==> src/rtl/instr_encoder_loader.sv <==
// Instruction encoder/loader: turns symbolic instruction requests into
// 32-bit MIPS words (R, addi, lw, sw, andi, beq, jal) and writes them into
// instruction memory at sequential word addresses starting at BASE_ADDR.
// One request is accepted every two cycles at most; the block stops
// accepting once the last address has been written, until clear or reset.
module instr_encoder_loader #(
   parameter int ADDR_W    = 8,
   parameter int BASE_ADDR = 0
) (
   input  logic              clk,
   input  logic              reset,
   input  logic              clear,
   input  logic              in_valid,
   output logic              in_ready,
   input  logic [2:0]        op_sel,
   input  logic [5:0]        funct,
   input  logic [4:0]        rs,
   input  logic [4:0]        rt,
   input  logic [4:0]        rd,
   input  logic [15:0]       imm,
   input  logic [25:0]       target,
   output logic              mem_we,
   output logic [ADDR_W-1:0] mem_addr,
   output logic [31:0]       mem_wdata,
   output logic [ADDR_W:0]   count,
   output logic              full,
   output logic              err
);

   localparam logic [ADDR_W-1:0] BASE = ADDR_W'(BASE_ADDR);
   localparam logic [ADDR_W-1:0] LAST = '1;

   typedef enum logic [1:0] {
      S_IDLE,
      S_WRITE,
      S_FULL
   } state_t;

   state_t            state;
   state_t            state_nx;
   logic [ADDR_W-1:0] ptr;
   logic              accept;
   logic              legal;

   // Only the five ALU functions the control unit decodes are accepted.
   function automatic logic funct_ok(input logic [5:0] f);
      case (f)
         6'b100000, 6'b100010, 6'b100100, 6'b100101, 6'b101010: funct_ok = 1'b1;
         default:                                               funct_ok = 1'b0;
      endcase
   endfunction

   // Field packing per instruction class; fields a class does not use are dropped.
   function automatic logic [31:0] encode(input logic [2:0]  op,
                                          input logic [5:0]  f,
                                          input logic [4:0]  s,
                                          input logic [4:0]  t,
                                          input logic [4:0]  d,
                                          input logic [15:0] im,
                                          input logic [25:0] tg);
      case (op)
         3'd0:    encode = {6'b000000, s, t, d, 5'b00000, f};
         3'd1:    encode = {6'b001000, s, t, im};
         3'd2:    encode = {6'b100011, s, t, im};
         3'd3:    encode = {6'b101011, s, t, im};
         3'd4:    encode = {6'b001100, s, t, im};
         3'd5:    encode = {6'b000100, s, t, im};
         3'd6:    encode = {6'b000011, tg};
         default: encode = 32'h0000_0000;
      endcase
   endfunction

   assign in_ready = (state == S_IDLE) && !full && !clear && !reset;
   assign accept   = in_valid && in_ready;
   assign legal    = (op_sel != 3'd7) && ((op_sel != 3'd0) || funct_ok(funct));
   // An aborted write (clear or reset during WRITE) never strobes memory.
   assign mem_we   = (state == S_WRITE) && !clear && !reset;

   // State register; reset returns to IDLE.
   always_ff @(posedge clk) begin
      if (reset) state <= S_IDLE;
      else       state <= state_nx;
   end

   // Next-state logic; clear overrides every transition.
   always_comb begin
      state_nx = state;
      case (state)
         S_IDLE:  if (accept && legal) state_nx = S_WRITE;
         S_WRITE: state_nx = (ptr == LAST) ? S_FULL : S_IDLE;
         S_FULL:  state_nx = S_FULL;
         default: state_nx = S_IDLE;
      endcase
      if (clear) state_nx = S_IDLE;
   end

   // Control: write pointer, word count, full and sticky error flags.
   always_ff @(posedge clk) begin
      if (reset || clear) begin
         ptr   <= BASE;
         count <= '0;
         full  <= 1'b0;
         err   <= 1'b0;
      end else begin
         if (accept && !legal) err <= 1'b1;
         if (state == S_WRITE) begin
            count <= count + (ADDR_W+1)'(1);
            if (ptr == LAST) full <= 1'b1;
            else             ptr  <= ptr + ADDR_W'(1);
         end
      end
   end

   // Write address/data captured at the handshake and held until the next one.
   always_ff @(posedge clk) begin
      if (reset) begin
         mem_addr  <= BASE;
         mem_wdata <= 32'h0000_0000;
      end else if (accept && legal) begin
         mem_addr  <= ptr;
         mem_wdata <= encode(op_sel, funct, rs, rt, rd, imm, target);
      end
   end

endmodule

==> config.mk <==
export PLATFORM = sky130hd
export DESIGN_NAME = instr_encoder_loader
export DESIGN_NICKNAME = d
export VERILOG_FILES = /design/src/rtl/instr_encoder_loader.sv
export SDC_FILE = /design/constraint.sdc
export NUM_CORES = 1
export LEC_CHECK = 0
export CAP_MARGIN = 25
export CORE_UTILIZATION = 49
export CTS_BUF_LIST = sky130_fd_sc_hd__clkbuf_2
export DETAILED_ROUTE_END_ITERATION = 10
export GPL_ROUTABILITY_DRIVEN = 0
export HOLD_SLACK_MARGIN = 0.08
export PLACE_DENSITY = 0.89
export SETUP_SLACK_MARGIN = 0.4
export SYNTH_ARGS = -nofsm -noshare
export SYNTH_HDL_FRONTEND = slang
export SYNTH_SLANG_ARGS = --single-unit
==> constraint.sdc <==
create_clock -name clk -period 4.44 [get_ports clk]
set_input_delay 0.666 -clock clk [delete_from_list [all_inputs] [get_ports clk]]
set_output_delay 0.666 -clock clk [all_outputs]
set_load 0.005 [all_outputs]
==> flow_summary_export.csv <==
group,metric,value,unit
run_status,status,"finished clean",
critical_path,slowest_stage,"clkdlybuf4s50_1",
critical_path,cpMostUsedCell,"clkdlybuf4s50_1",
critical_path,required,3770,ps
die,die_w,82.1,um
synth,synth_compound_area_frac,0.285,
layout,fillers,482,
sta,slew_viol_final,0,
synth,synth_mux_area_frac,0.0278,
drt,wire_per_inst,15.4,um
clock_network,htree_levels,3,
clock_network,clk_pin_slew,150,ps
synth,synthDistinctLibCells,47,
die,die_h,82.1,um
drt,viasPerCell,5.74,
synth,ys_seq_area_frac,0.375,
power,powerDensity,233,mW/mm^2
sta,setup_tns,0,ps
global_route,grt_pass1_vias,2977,
critical_path,start_kind,"input pin",
die,io_pins,123,
synth,synth.largest_area_cell,"dfxtp_1",
clock_network,cts_root_buffer,"clkbuf_2",
global_route,grt_pass1_wl,14100,um
hold_path,hold_path_class,"reg -> reg",
critical_path,r2r-start,"state[1]",
clock_network,cts_made_buffers,9,
synth,syn_area_per_cell,8.07,sq um
sta,tightest_slew,966,ps
critical_path,cp-end-kind,"primary output",
synth,async_flop_share,0,
global_route,grt_antenna_before_repair,0,
sta,grt_setup_unrepaired,"false",
drt,firstDrtPassIters,4,
critical_path,endpoint,"in_ready",
clock_network,cts_tree,"built",
synth,synth_enable_flop_cells,0,
synth,synth_area_leaders,"dfxtp_1, a21oi_1, o21ai_0",
die,core-area,0.00606,sq mm
sta,slew_headroom,0.354,
critical_path,worstPathMaxFanout,9,
clock_network,clock_latency,470,ps
clock_network,post-cts-setup-buffers,0,
synth,yosys_warnings,0,
synth,yosys.area_share.simple,0.205,
synth,synth_area,0.00315,sq mm
clock_network,cts_resized,0,
layout,drive_gt1_frac,0.0842,
global_route,grt_usage,0.275,
synth,synth_top_area_share,0.375,
synth,synth_ff_type,"dfxtp_1",
critical_path,critPathMaxStageDelay,490,ps
drt,drtIter0Drc,260,
layout,areaGrowthSynthToFinish,40.0,%
synth,synth_top_family_by_area,"compound AO/OA/AOI/OAI gates",
sta,max_freq,346,MHz
global_route,grt_max_degree,42,
drt,wl,8850,um
sta,clock_skew,9.50,ps
drt,num_vias,3292,
sta,final_hold_viol_count,0,
sta,fin_crit_sh,0.651,
power,ir_drop,0.000162,V
layout,instances_no_fill,574,
synth,postSynthCellCount,390,
critical_path,r2r-end,"mem_addr[2]",
drt,drcViolationCount,0,
global_route,overflow,0,
critical_path,reg2reg_depth,4,
clock_network,clockBufferDepth,2,
clock_network,clkSinkCount,59,
die,die-area,0.00675,sq mm
synth,synthAdderAreaFrac,0.00795,
place,port_buffers,121,
critical_path,critPathKind,"in -> out",
die,initial_utilization,0.519,
synth,synth_nets,462,
sta,period_needed,2890,ps
critical_path,r2r_slack,2070,ps
sta,finalSetupViolations,0,
place,hpwlAfterDp,6330,um
synth,synth_xor_area_frac,0.0250,
flow_run,cap_violations,0,
drt,ant_nets,0,
synth,ys_ff_latch,59,
critical_path,worstSetupStartpoint,"clear",
layout,final_nets,566,
critical_path,path_cells,"clkdlybuf4s50_1 > nor2_1 > and2_1 > clkdlybuf4s50_1",
clock_network,cts_hold_buf,0,
place,place_inst,557,
power,p_leak,1.57,nW
layout,n_antenna_cell,0,
die,fp-row-count,28,
critical_path,cp.arrival,2220,ps
==> sequential cells by signal, summed over array words and instances, names as in the netlist <==
name and flops:
mem_wdata 30, count 9, mem_addr 8, ptr 8
state 2, err 1, full 1
==> worst max-delay path: cells and delay by family <==
kind / cells / cell delay [ps]
buffers and inverters: 2 / 900
and+or+nand+nor: 2 / 650
==> where the power goes <==
part	leakage [nW]	switching (mW)	internal (mW)	total, mW
sequential	0.478	0.00856	0.544	0.553
combinational	1.03	0.0918	0.117	0.209
clock	0.0608	0.189	0.0757	0.265
==> layout by cell type, fill, tap and decap left out, types with 8 or more instances in the layout <==
cell,n
a211oi_2,8
a21oi_1,61
clkbuf_2,12
clkdlybuf4s50_1,120
dfxtp_1,59
inv_1,16
nand2_1,11
nand3_1,14
nor2_1,20
nor2b_1,18
nor3b_1,10
o21ai_0,45
o31ai_1,15
==> synthesized netlist by cell type, types with 3 or more instances <==
cell type / count
nor3_1: 5
inv_1: 16
nor3b_1: 10
a211oi_1: 7
nand3b_1: 3
and2_1: 7
and4_1: 3
a21oi_1: 61
mux2_2: 6
nand2b_1: 5
dfxtp_1: 59
clkbuf_1: 21
nor2b_1: 18
nor2_1: 20
buf_6: 3
a31oi_1: 3
xor2_1: 5
nand3_1: 14
o21ai_0: 45
xnor2_1: 4
buf_2: 6
nand2_1: 11
a211oi_2: 8
nand4_1: 7
o31ai_1: 15
==> cells by family after synthesis <==
| group | after synthesis |
|---|---|
| adders and majority gates | 2 |
| xor gates and xnor gates | 9 |
| buffers and inverters | 51 |
| DFF | 59 |
| AOI/OAI and AO/OA | 147 |
| and+or+nand+nor | 113 |
| muxes | 8 |
| other | 1 |
==> layer usage <==
| layer | share of wire | routed length, um | track usage | vias to the layer above |
|---|---|---|---|---|
| li1 | - | - | - | 1606 |
| met1 | 0.42 | 3720 | 0.361 | 1511 |
| met2 | 0.48 | 4280 | 0.429 | 149 |
| met3 | 0.072 | 634 | 0.0527 | 26 |
| met4 | 0.024 | 216 | 0.135 | 0 |
| met5 | 0 | 0 | 0 | - |
==> worst min-delay path by stage <==
stage / from / end / slack, ps / cells past startpoint
floorplan: err / err / 450 / 1
global placement: err / err / 440 / 1
detailed placement: err / err / 450 / 1
CTS: err / err / 480 / 1
global route: full / full / 500 / 2
finish: err / err / 470 / 1
==> area by class of cell <==
cell class	count	area, sq um	share of cell area
timing repair buffer	127	1250	0.284
tap	75	93.8	0.0213
inverter	17	63.8	0.0145
sequential	59	1180	0.268
clock inverter	4	17.5	0.00398
clock buffer	12	60.1	0.0136
multi-input combinational	280	1740	0.394
==> per-stage QoR <==
step / setup WS [ps] / util / hold slack, ps / power (mW) / instance area (sq um)
after floorplan: 2330 / - / 451 / 0.660 / 3150
after global placement: 1280 / 0.713 / 437 / 0.765 / 4320
after detailed placement: 1120 / 0.713 / 447 / 0.769 / 4320
after CTS: 1550 / 0.725 / 482 / 1.03 / 4400
after global routing: 1400 / 0.727 / 501 / 1.07 / 4400
final: 1550 / 0.727 / 475 / 1.03 / 4400
Note: power is estimated with default switching activity, not from simulation.
